==> src/rtl/mult_share_arbiter.sv <==
// mult_share_arbiter: round-robin access to one shared signed multiplier.
// One operation at a time: grant in IDLE, multiply in MUL, hold result in DONE.
module mult_share_arbiter #(
   parameter int N    = 5,
   parameter int NREQ = 4,
   parameter int IDW  = 2
) (
   input  logic                clk,
   input  logic                rst,
   input  logic [NREQ-1:0]     req_valid,
   input  logic [NREQ*N-1:0]   req_a,
   input  logic [NREQ*N-1:0]   req_b,
   output logic [NREQ-1:0]     req_ready,
   output logic                res_valid,
   input  logic                res_ready,
   output logic [2*N-1:0]      res_out,
   output logic [IDW-1:0]      res_id,
   output logic                busy
);

   localparam logic [1:0] IDLE = 2'd0;
   localparam logic [1:0] MUL  = 2'd1;
   localparam logic [1:0] DONE = 2'd2;

   localparam int unsigned NR = NREQ;

   logic [1:0]     state;
   logic [IDW-1:0] rr_ptr;
   logic [IDW-1:0] id_reg;
   logic [IDW-1:0] winner;
   logic [IDW-1:0] next_ptr;
   logic           found;
   logic [N-1:0]   a_reg;
   logic [N-1:0]   b_reg;
   logic [2*N-1:0] a_ext;
   logic [2*N-1:0] b_ext;
   logic [2*N-1:0] product;

   // Shared multiplier: sign-extend to 2N bits; the low 2N bits of the
   // unsigned product are the exact two's-complement signed product.
   assign a_ext   = {{N{a_reg[N-1]}}, a_reg};
   assign b_ext   = {{N{b_reg[N-1]}}, b_reg};
   assign product = a_ext * b_ext;

   assign busy = (state != IDLE);

   // Round-robin search: first set request at or after rr_ptr, wrapping modulo NREQ
   always_comb begin
      int unsigned idx;
      found  = 1'b0;
      winner = '0;
      idx    = 0;
      for (int unsigned k = 0; k < NR; k++) begin
         idx = 32'(rr_ptr) + k;
         if (idx >= NR) idx = idx - NR;
         if (!found && req_valid[IDW'(idx)]) begin
            found  = 1'b1;
            winner = IDW'(idx);
         end
      end
      next_ptr = (winner == IDW'(NREQ - 1)) ? '0 : winner + 1'b1;
   end

   // Grant pulse is combinational and only ever issued from IDLE
   always_comb begin
      req_ready = '0;
      if (state == IDLE && found) req_ready[winner] = 1'b1;
   end

   // Control FSM plus operand and result registers
   always_ff @(posedge clk or posedge rst) begin
      if (rst) begin
         state     <= IDLE;
         rr_ptr    <= '0;
         id_reg    <= '0;
         a_reg     <= '0;
         b_reg     <= '0;
         res_valid <= 1'b0;
         res_out   <= '0;
         res_id    <= '0;
      end else begin
         case (state)
            IDLE: begin
               if (found) begin
                  a_reg  <= req_a[winner*N +: N];
                  b_reg  <= req_b[winner*N +: N];
                  id_reg <= winner;
                  rr_ptr <= next_ptr;
                  state  <= MUL;
               end
            end
            MUL: begin
               res_out   <= product;
               res_id    <= id_reg;
               res_valid <= 1'b1;
               state     <= DONE;
            end
            DONE: begin
               if (res_ready) begin
                  res_valid <= 1'b0;
                  state     <= IDLE;
               end
            end
            default: state <= IDLE;
         endcase
      end
   end

endmodule

==> config.mk <==
export PLATFORM = sky130hd
export DESIGN_NAME = mult_share_arbiter
export DESIGN_NICKNAME = d
export VERILOG_FILES = /design/src/rtl/mult_share_arbiter.sv
export SDC_FILE = /design/constraint.sdc
export NUM_CORES = 1
export LEC_CHECK = 0
export CAP_MARGIN = 10
export CORE_ASPECT_RATIO = 1.1
export CORE_MARGIN = 5
export CORE_UTILIZATION = 45
export CTS_BUF_LIST = sky130_fd_sc_hd__clkbuf_8
export DETAILED_ROUTE_END_ITERATION = 12
export HOLD_SLACK_MARGIN = 0.15
export MAX_ROUTING_LAYER = met4
export PLACE_DENSITY = 0.83
export SETUP_SLACK_MARGIN = 0.5
export SLEW_MARGIN = 10
export SYNTH_ARGS = -nofsm -noshare
export SYNTH_HDL_FRONTEND = slang
export SYNTH_SLANG_ARGS = --single-unit
==> constraint.sdc <==
create_clock -name clk -period 8.8 [get_ports clk]
set_input_delay 0.88 -clock clk [delete_from_list [all_inputs] [get_ports clk]]
set_output_delay 0.88 -clock clk [all_outputs]
set_load 0.1 [all_outputs]
==> results.md <==
Clock network:
- The clock latency reported for the late side of the worst-skew pair is 0.28 ns.
- The CTS tree is built.
- The number of resized instances in the post-cts repair step is 0.
- The clock passes through at most 2 buffers.
- After clock tree synthesis, the clock-pin slew on the worst setup and hold paths is 0.07 ns.
- CTS placed an instance of clkbuf_8 at the clock tree root.
- The post-CTS setup repair buffer count is 0.
- The clock net in this run drives a total of 29 sinks.
- In this run, CTS created clock tree buffers numbering 5.
- The number of buffers added to fix hold violations after cts is 0.
- The clock tree synthesis step divided the H-tree into 2 levels.

Die:
- The initial utilization of the core area, before any placement, comes to 0.4608.
- 65 I/O pins were placed.
- The core region is 5360 um^2.
- The die outline area is 7072 um^2.
- From bottom edge to top edge, the die measures 87.70 um.
- The number of core rows is 28.
- The die is 80.64 um wide.

Synthesis:
- The number of nets handed over by synthesis was 333.
- The Yosys step of the flow raised 0 warnings.
- The number of register bits inferred by synthesis is 29.
- The main flop type after synthesis is dfrtp_1.
- In the synthesized netlist the async set-or-reset flop fraction comes to 1.000.
- The distinct cell type count of the synthesized netlist is 41.
- The gate count of the mapped netlist is 250.
- The synthesized netlist occupies a cell area of 2470 um^2.
- Of the synthesized area, sequential elements account for 0.2938.
- The average instance area after synthesis is 9.879 um^2.
- The count of flip-flops with a built-in enable after synthesis is 0.

Finish:
- The number of flip-flops under the largest register name is 10.
- In the final layout, flip-flops and latches occupy 725.7 um^2.
- The number of antenna diodes in the final layout is 0.
- The multi-input combinational cell area is 1521 um^2.
- The share of layout cells above drive strength 1 is 0.06349.
- Leaving out fill and tap cells, the most frequent cells in the layout are clkdlybuf4s50_1 (64), inv_1 (34), dfrtp_1 (29).
- The layout overhead on the synthesized area is 31.71%.
- The library cell used most frequently in the layout, excluding fill and tap cells, is clkdlybuf4s50_1.
- The number of nets at the end of the flow is 397.
- The count of fill cells added during filler insertion is 450.

Detailed routing:
- The detailed-route vias per instance is 5.031.
- After detailed routing, the number of remaining DRC violations is 0.
- The vias after detailed routing is 1,962.
- For this block, the initial DRC count from the detailed router was 77.
- The total length of routed wires is 5.159 mm.
- Dividing the detail-routed wire length by the instance count gives 13.23 um.
- The count of nets left with antenna violations once routing finished came out at 0.
- The number of iterations in the first detailed-routing pass is 4.

Timing:
- Summed over all failing endpoints, the final setup total negative slack is 0 ns.
- At the pin with the least slew margin, the transition time is 1.199 ns.
- The final period demand of the worst path is 5.061 ns.
- Hold timing on the final database bottoms out at a slack of 0.4740 ns.
- The count of pins over their slew limit is 0.
- In the finished design, the share of the clock period the worst path needs comes to 0.5751.
- The achievable frequency is 0.1976 GHz.
- Setup repair after global routing left no endpoint under its margin.
- The total setup violations reported at the end of the flow is 0.
- The final count of hold timing violations is 0.
- Clock skew on the completed layout was measured at 0.007236 ns.
- Measured against its own limit, the worst slew margin works out to 0.2005.

Run status:
- The run finished with clean final reports.

Placed design:
- The number of I/O port buffers is 64.
- The final HPWL from detailed placement is 4.152 mm.
- The final weighted congestion in routability-driven placement is 0.8557.

Worst setup path:
- On the worst path, the slowest cell contributes a delay of 1.12 ns.
- The critical path startpoint category is a primary input.
- STA classifies the critical path endpoint as a primary output.
- The critical path goes through clkdlybuf4s50_1 > a21o_1 > a21oi_1 > o22a_1 > ha_1 > and2_1 > clkdlybuf4s50_1.
- The biggest fanout along the worst timing path is 23.
- The worst setup path is of the in -> out kind.
- The master of the slowest instance on the critical path is clkdlybuf4s50_1.
- The most used cell along the critical path is clkdlybuf4s50_1.
- For the worst setup path, the data arrival time is 4.18 ns.
- Broken down by cell family, the worst path's largest delay share belongs to buffers and inverters.
- Together, buffers and inverters on the worst path number 2.
- The required time of the critical path is 7.92 ns.

GRT:
- Summed over all layers, the global routing overflow is 0.
- The number of antenna violations at the first check in global routing is 0.
- The pin count of the biggest net entering global routing is 30.
- In the global route stage, overall resource usage came out at 0.1674.
- The number of global-route vias before repair is 2,009.
- The first global-routing pass estimated 8.970 mm of wire.

Min path:
- The worst min-delay path category is reg -> reg.

Run:
- The max-cap violation count is 0.
## cell type report
cell class,instances,area share
multi-input combinational,176,0.4677
clock buffer,6,0.02538
sequential,29,0.2231
clock inverter,2,0.01154
inverter,37,0.04423
timing repair buffer,65,0.1992
tap,75,0.02885
## path summary, 6_finish.rpt
| path | start | to | slack [ns] | cells past startpoint |
|---|---|---|---|---|
| worst max-delay path | req_valid[0] | req_ready[3] | 3.74 | 7 |
| min in group asynchronous | rst | res_out[2] | 1.01 | 2 |
| worst min register to register | id_reg[0] | id_reg[0] | 0.47 | 2 |
| worst max register to register | b_reg[4] | res_out[8] | 5.09 | 12 |
| max in group asynchronous | rst | res_out[9] | 7.33 | 2 |
| worst min-delay path | id_reg[0] | id_reg[0] | 0.47 | 2 |
## per-stage QoR
stage               area (um^2)  worst slack [ns]  utilization  instances
global placement           3133             3.807       0.5845        382
detailed placement         3133             3.723       0.5845        382
global route               3253             3.566       0.6069        390
finish                     3253             3.739       0.6069        390
floorplan                  2470             5.289            -        250
CTS                        3253             3.715       0.6069        390
## layer usage
metal  share of wire  vias up  track usage
met2            0.48       77       0.2779
met4           0.030        0      0.06759
met1            0.42      917       0.2004
met5               0        -            -
met3           0.067       13      0.03086
li1                -      955            -
## cells in the mapped netlist, types with 2 or more instances
| cell | n | area share |
|---|---|---|
| and2_1 | 19 | 0.048 |
| ha_1 | 19 | 0.096 |
| nor2b_1 | 2 | 0.0051 |
| o22ai_1 | 2 | 0.0051 |
| xor2_1 | 2 | 0.0071 |
| mux2i_1 | 20 | 0.081 |
| nand2_1 | 28 | 0.043 |
| buf_6 | 2 | 0.0091 |
| dfrtp_1 | 29 | 0.29 |
| nor3b_1 | 2 | 0.0061 |
| fa_1 | 17 | 0.14 |
| clkbuf_1 | 2 | 0.0030 |
| nand2_2 | 2 | 0.0051 |
| xnor2_1 | 6 | 0.021 |
| nor2_1 | 7 | 0.011 |
| buf_12 | 2 | 0.016 |
| a21oi_1 | 4 | 0.0081 |
| inv_1 | 35 | 0.053 |
| nand2b_1 | 4 | 0.010 |
| a21o_1 | 4 | 0.012 |
| mux2_2 | 5 | 0.023 |
| o221ai_1 | 10 | 0.035 |
| o21ai_0 | 9 | 0.018 |
## tightest hold or removal path, stage by stage, from the launching register on
cell     delay (ns)
dfrtp_1        0.34
nand2_1        0.05
nand2_1        0.05
## cells by family (layout without fill, tap and decap cells)
family | after synthesis | after routing | synth area share
compound gates | 38 | 38 | 0.1089
xor+xnor | 8 | 8 | 0.02837
fa+ha+maj | 36 | 36 | 0.2340
buf+inv | 45 | 110 | 0.09017
flops | 29 | 29 | 0.2938
mux | 25 | 25 | 0.1038
simple gates | 69 | 69 | 0.1408
Power is not shown: default switching activity piles up to over one toggle a cycle in this logic, so the estimate is an artifact.
